## config.mk

```make
export PLATFORM = sky130hd
export DESIGN_NAME = linear_layer_start_fifo_srl_ctrl
export DESIGN_NICKNAME = d
export VERILOG_FILES = /design/src/rtl/linear_layer_start_fifo_srl_ctrl.sv
export SDC_FILE = /design/constraint.sdc
export NUM_CORES = 1
export LEC_CHECK = 0
export BUFFER_PORTS_ARGS = -buffer_cell sky130_fd_sc_hd__buf_4
export CORE_AREA = 4 4 41 43
export DETAILED_ROUTE_END_ITERATION = 10
export DIE_AREA = 0 0 45 47
export SLEW_MARGIN = 20
export SYNTH_ARGS = -nofsm -noshare
export SYNTH_HDL_FRONTEND = slang
export SYNTH_SLANG_ARGS = --single-unit
```

## constraint.sdc

```tcl
create_clock -name clk -period 4.7 [get_ports clk]
set_input_delay 0.235 -clock clk [delete_from_list [all_inputs] [get_ports clk]]
set_output_delay 0.235 -clock clk [all_outputs]
set_load 0.02 [all_outputs]
```

## src/rtl/linear_layer_start_fifo_srl_ctrl.sv

```systemverilog
// ============================================================================
// Module      : linear_layer_start_fifo_srl_ctrl
// Description : Shift-register start-token FIFO (FWFT) with registered
//               occupancy count, read pointer and full/empty flags.
// Revision    : 1.0 - initial release
// ============================================================================
`default_nettype none

module linear_layer_start_fifo_srl_ctrl #(
    parameter int DATA_WIDTH = 1,
    parameter int ADDR_WIDTH = 1,
    parameter int DEPTH      = 2
) (
    input  logic                  clk,
    input  logic                  reset_n,
    output logic                  if_full_n,
    input  logic                  if_write_ce,
    input  logic                  if_write,
    input  logic [DATA_WIDTH-1:0] if_din,
    output logic                  if_empty_n,
    input  logic                  if_read_ce,
    input  logic                  if_read,
    output logic [DATA_WIDTH-1:0] if_dout,
    output logic [ADDR_WIDTH:0]   if_num_data_valid,
    output logic [ADDR_WIDTH:0]   if_fifo_cap
);

    localparam logic [ADDR_WIDTH:0] C_DEPTH     = (ADDR_WIDTH + 1)'(DEPTH);
    localparam logic [ADDR_WIDTH:0] C_DEPTH_M1  = (ADDR_WIDTH + 1)'(DEPTH - 1);
    localparam logic [ADDR_WIDTH:0] C_CNT_ONE   = (ADDR_WIDTH + 1)'(1);
    localparam logic [ADDR_WIDTH-1:0] C_PTR_ONE = ADDR_WIDTH'(1);

    logic [DATA_WIDTH-1:0] r_mem_q [DEPTH];
    logic [DATA_WIDTH-1:0] w_mem_d [DEPTH];

    logic [ADDR_WIDTH:0]   r_cnt_q;
    logic [ADDR_WIDTH:0]   w_cnt_d;
    logic [ADDR_WIDTH-1:0] r_raddr_q;
    logic [ADDR_WIDTH-1:0] w_raddr_d;
    logic                  r_empty_n_q;
    logic                  w_empty_n_d;
    logic                  r_full_n_q;
    logic                  w_full_n_d;

    logic w_push;
    logic w_pop;

    assign w_push = if_write & if_write_ce & r_full_n_q;
    assign w_pop  = if_read  & if_read_ce  & r_empty_n_q;

    // Every push shifts the whole array up by one; the oldest word therefore
    // always sits at index cnt-1, which is what the read pointer tracks.
    always_comb begin
        w_mem_d = r_mem_q;
        if (w_push) begin
            w_mem_d[0] = if_din;
            for (int i = 1; i < DEPTH; i++) begin
                w_mem_d[i] = r_mem_q[i-1];
            end
        end
    end

    always_ff @(posedge clk) begin
        r_mem_q <= w_mem_d;
    end

    always_comb begin
        w_cnt_d     = r_cnt_q;
        w_raddr_d   = r_raddr_q;
        w_empty_n_d = r_empty_n_q;
        w_full_n_d  = r_full_n_q;
        if (w_push && !w_pop) begin
            w_cnt_d     = r_cnt_q + C_CNT_ONE;
            w_empty_n_d = 1'b1;
            if (r_cnt_q != '0) begin
                w_raddr_d = r_raddr_q + C_PTR_ONE;
            end
            if (r_cnt_q == C_DEPTH_M1) begin
                w_full_n_d = 1'b0;
            end
        end else if (w_pop && !w_push) begin
            w_cnt_d    = r_cnt_q - C_CNT_ONE;
            w_full_n_d = 1'b1;
            if (r_cnt_q > C_CNT_ONE) begin
                w_raddr_d = r_raddr_q - C_PTR_ONE;
            end
            if (r_cnt_q == C_CNT_ONE) begin
                w_empty_n_d = 1'b0;
            end
        end
    end

    always_ff @(posedge clk or negedge reset_n) begin
        if (!reset_n) begin
            r_cnt_q     <= '0;
            r_raddr_q   <= '0;
            r_empty_n_q <= 1'b0;
            r_full_n_q  <= 1'b1;
        end else begin
            r_cnt_q     <= w_cnt_d;
            r_raddr_q   <= w_raddr_d;
            r_empty_n_q <= w_empty_n_d;
            r_full_n_q  <= w_full_n_d;
        end
    end

    assign if_dout           = r_mem_q[r_raddr_q];
    assign if_empty_n        = r_empty_n_q;
    assign if_full_n         = r_full_n_q;
    assign if_num_data_valid = r_cnt_q;
    assign if_fifo_cap       = C_DEPTH;

endmodule

`default_nettype wire

```

==> flow_metrics.py <==
metrics = {
    "run_status": {
        "outcome": "finished, final reports clean",
    },
    "die": {
        "core_sq_um": 1300,
        "rows": 13,
        "start_util": 0.315,
        "ios": 14,
        "die_w_um": 45,
        "dieArea_sq_um": 2120,
        "die_h_um": 47,
    },
    "final_layout": {
        "diodes": 0,
        "drive_above_1_share": 0.340,
        "num-nets-final": 66,
        "post-route-util": 0.410,
        "synthToLayoutAreaGrowth_pct": 29.9,
        "fin_cells": 68,
    },
    "worst_setup_path": {
        "worstPathArrival_ns": 1.79,
        "r2r_end": "if_empty_n$_DFFE_PN0P_",
        "crit_required_ns": 4.84,
        "start_kind": "flop",
        "crit_fanout": 7,
        "r2r_start": "if_full_n$_DFFE_PN1P_",
        "ff2ff_path_depth": 4,
        "rrSetupSlack_ns": 3.05,
        "end_kind": "flop",
        "crit_type": "flop to flop",
    },
    "route": {
        "drc": 0,
        "dr.pass1.iters": 4,
        "num_vias": 294,
        "viasPerCell": 4.32,
        "drt_wl_total_um": 712,
        "antenna_left": 0,
        "drtIter0Drc": 7,
        "post_drt_wl_per_cell_um": 10.5,
    },
    "sta": {
        "setup_viol": 0,
        "clock_skew_ns": 0.000784,
        "post-route-period-util": 0.351,
        "grt_setup_unrepaired": "no",
        "final-hold-violation-count": 0,
        "maxSlewViolCount": 0,
        "fin_tns_setup_ns": 0,
        "min_period_ns": 1.65,
        "fmax_mhz": 605,
    },
    "synthesis": {
        "netlist_instances": 39,
        "syn_avg_cell_area_sq_um": 10.5,
        "synth_nets": 51,
        "synth_cell_types": 18,
        "synth_area_sq_um": 410,
        "ys_ff_latch": 7,
        "yosys_warnings": 0,
        "synth-seq-area-share": 0.454,
    },
    "clock_network": {
        "clockRootBuffer": "clkbuf_4",
        "post_cts_buffers": 0,
        "htree_levels": 1,
        "clock_latency_ns": 0.25,
        "cts_sinks": 7,
        "cts_max_path_buffers": 2,
        "path_clk_slew_ns": 0.05,
        "cts_buffers": 3,
        "tritoncts": "built",
    },
    "placement": {
        "routabilityCongestion": 0.713,
        "portBuffers": 11,
        "dp.cells": 63,
        "dp_hpwl_um": 587,
    },
    "job": {
        "max_cap_viol_count": 0,
    },
    "hold_path": {
        "hold_path_end": "r_mem_q[1]$_DFFE_PP_",
        "hp-start": "if_din",
        "hold_depth": 1,
        "hold_path_class": "input pin to flop",
    },
    "global_route": {
        "grt_start_max_net_pins": 8,
        "grt_pass1_vias": 268,
        "grt_usage": 0.0789,
        "antenna_found_initial": 0,
        "gr-total-overflow": 0,
        "grt_pass1_wl_mm": 1.12,
    },
    "pwr": {
        "pwr_density_cell_nw_per_um2": 545,
        "p_leak_nw": 0.274,
        "peakVddDrop_mv": 0.256,
    },
}
## cell usage in the layout (no fill, tap or decap), types with 2 or more instances in the layout
cell type and count:
conb_1 2, mux2_2 2, buf_4 11, nand2_1 2
inv_1 6, clkbuf_4 3, ha_1 5, nand3_1 2
o21ai_0 3, dfrtp_1 4, edfxtp_1 2, nor2_1 2
## critical path, cell delays in order (launching register included)
cell and delay, ns:
dfstp_2 0.55, nand3_1 0.10, ha_1 0.40, o21bai_1 0.15, mux2_2 0.34
## layout make-up
type / instances / area (sq um)
Clock buffer: 4 / 26.3
Fill cell: 135 / 768
Inverter: 6 / 22.5
Multi-Input combinational cell: 24 / 186
Sequential cell: 7 / 186
Tap cell: 15 / 18.8
Timing Repair Buffer: 12 / 92.6
## cell families (layout without fill, tap and decap cells)
group | Yosys count | count (layout) | synth area share
XOR/XNOR | 2 | 2 | 0.0427
adder cells (fa/ha/maj) | 5 | 5 | 0.152
multiplexers | 2 | 2 | 0.0549
buffers and inverters | 8 | 22 | 0.0914
other | 2 | 2 | 0.0183
AND/OR/NAND/NOR | 8 | 8 | 0.116
AO/OA/AOI/OAI | 5 | 5 | 0.0701
flip-flops | 7 | 7 | 0.454
## cell usage after synthesis
master / count / area share
inv_1: 6 / 0.055
ha_1: 5 / 0.15
dfrtp_1: 4 / 0.24
o21ai_0: 3 / 0.037
buf_4: 2 / 0.037
conb_1: 2 / 0.018
edfxtp_1: 2 / 0.15
mux2_2: 2 / 0.055
nand2_1: 2 / 0.018
nand3_1: 2 / 0.024
nor2_1: 2 / 0.018
dfstp_2: 1 / 0.064
nor3b_1: 1 / 0.018
nor4b_2: 1 / 0.037
o21bai_1: 1 / 0.018
o22ai_1: 1 / 0.015
xnor2_1: 1 / 0.021
xor2_1: 1 / 0.021
## flip-flops by register name, indices dropped and copies added (netlist names)
register,cells
if_empty_n,1
if_num_data_valid,2
r_raddr_q,1
r_mem_q,2
if_full_n,1
## stage by stage
stage                     hold WS [ns]  instance area, sq um  power [mW]  worst slack, ns
after floorplan                -0.0606                   410       0.192             3.04
after global placement          0.0423                   497       0.236             3.08
after detailed placement        0.0427                   497       0.237             3.06
after CTS                        0.150                   533       0.295             3.05
after global routing             0.138                   533       0.315             2.97
final                            0.160                   533       0.291             3.05
## routing by layer
metal | vias up | GRT usage | wire [um]
met5 | - | 0 | 0
met4 | 0 | 0.0526 | 4
met3 | 2 | 0.0613 | 88
met2 | 14 | 0.0960 | 289
met1 | 128 | 0.0935 | 330
li1 | 150 | - | -
## worst max path at each step
stage / startpoint / to / slack, ns / depth (start not counted)
final: if_full_n$_DFFE_PN1P_ / if_empty_n$_DFFE_PN0P_ / 3.05 / 4
after global routing: if_full_n$_DFFE_PN1P_ / if_empty_n$_DFFE_PN0P_ / 2.97 / 4
after CTS: if_full_n$_DFFE_PN1P_ / if_empty_n$_DFFE_PN0P_ / 3.05 / 4
after detailed placement: if_full_n$_DFFE_PN1P_ / if_empty_n$_DFFE_PN0P_ / 3.06 / 4
after global placement: if_full_n$_DFFE_PN1P_ / if_empty_n$_DFFE_PN0P_ / 3.08 / 4
after floorplan: if_full_n$_DFFE_PN1P_ / if_empty_n$_DFFE_PN0P_ / 3.04 / 4
## where the power goes
group          total, mW  switching, mW  internal [mW]
clock network     0.0538         0.0214         0.0323
logic              0.132         0.0691         0.0629
registers          0.105         0.0185         0.0863
## timing repair
item,in CTS,in global routing
hold endpoints to repair,5,0
resized for setup,0,0
hold buffers,1,0
No activity file was read; power rests on OpenSTA's default activity.
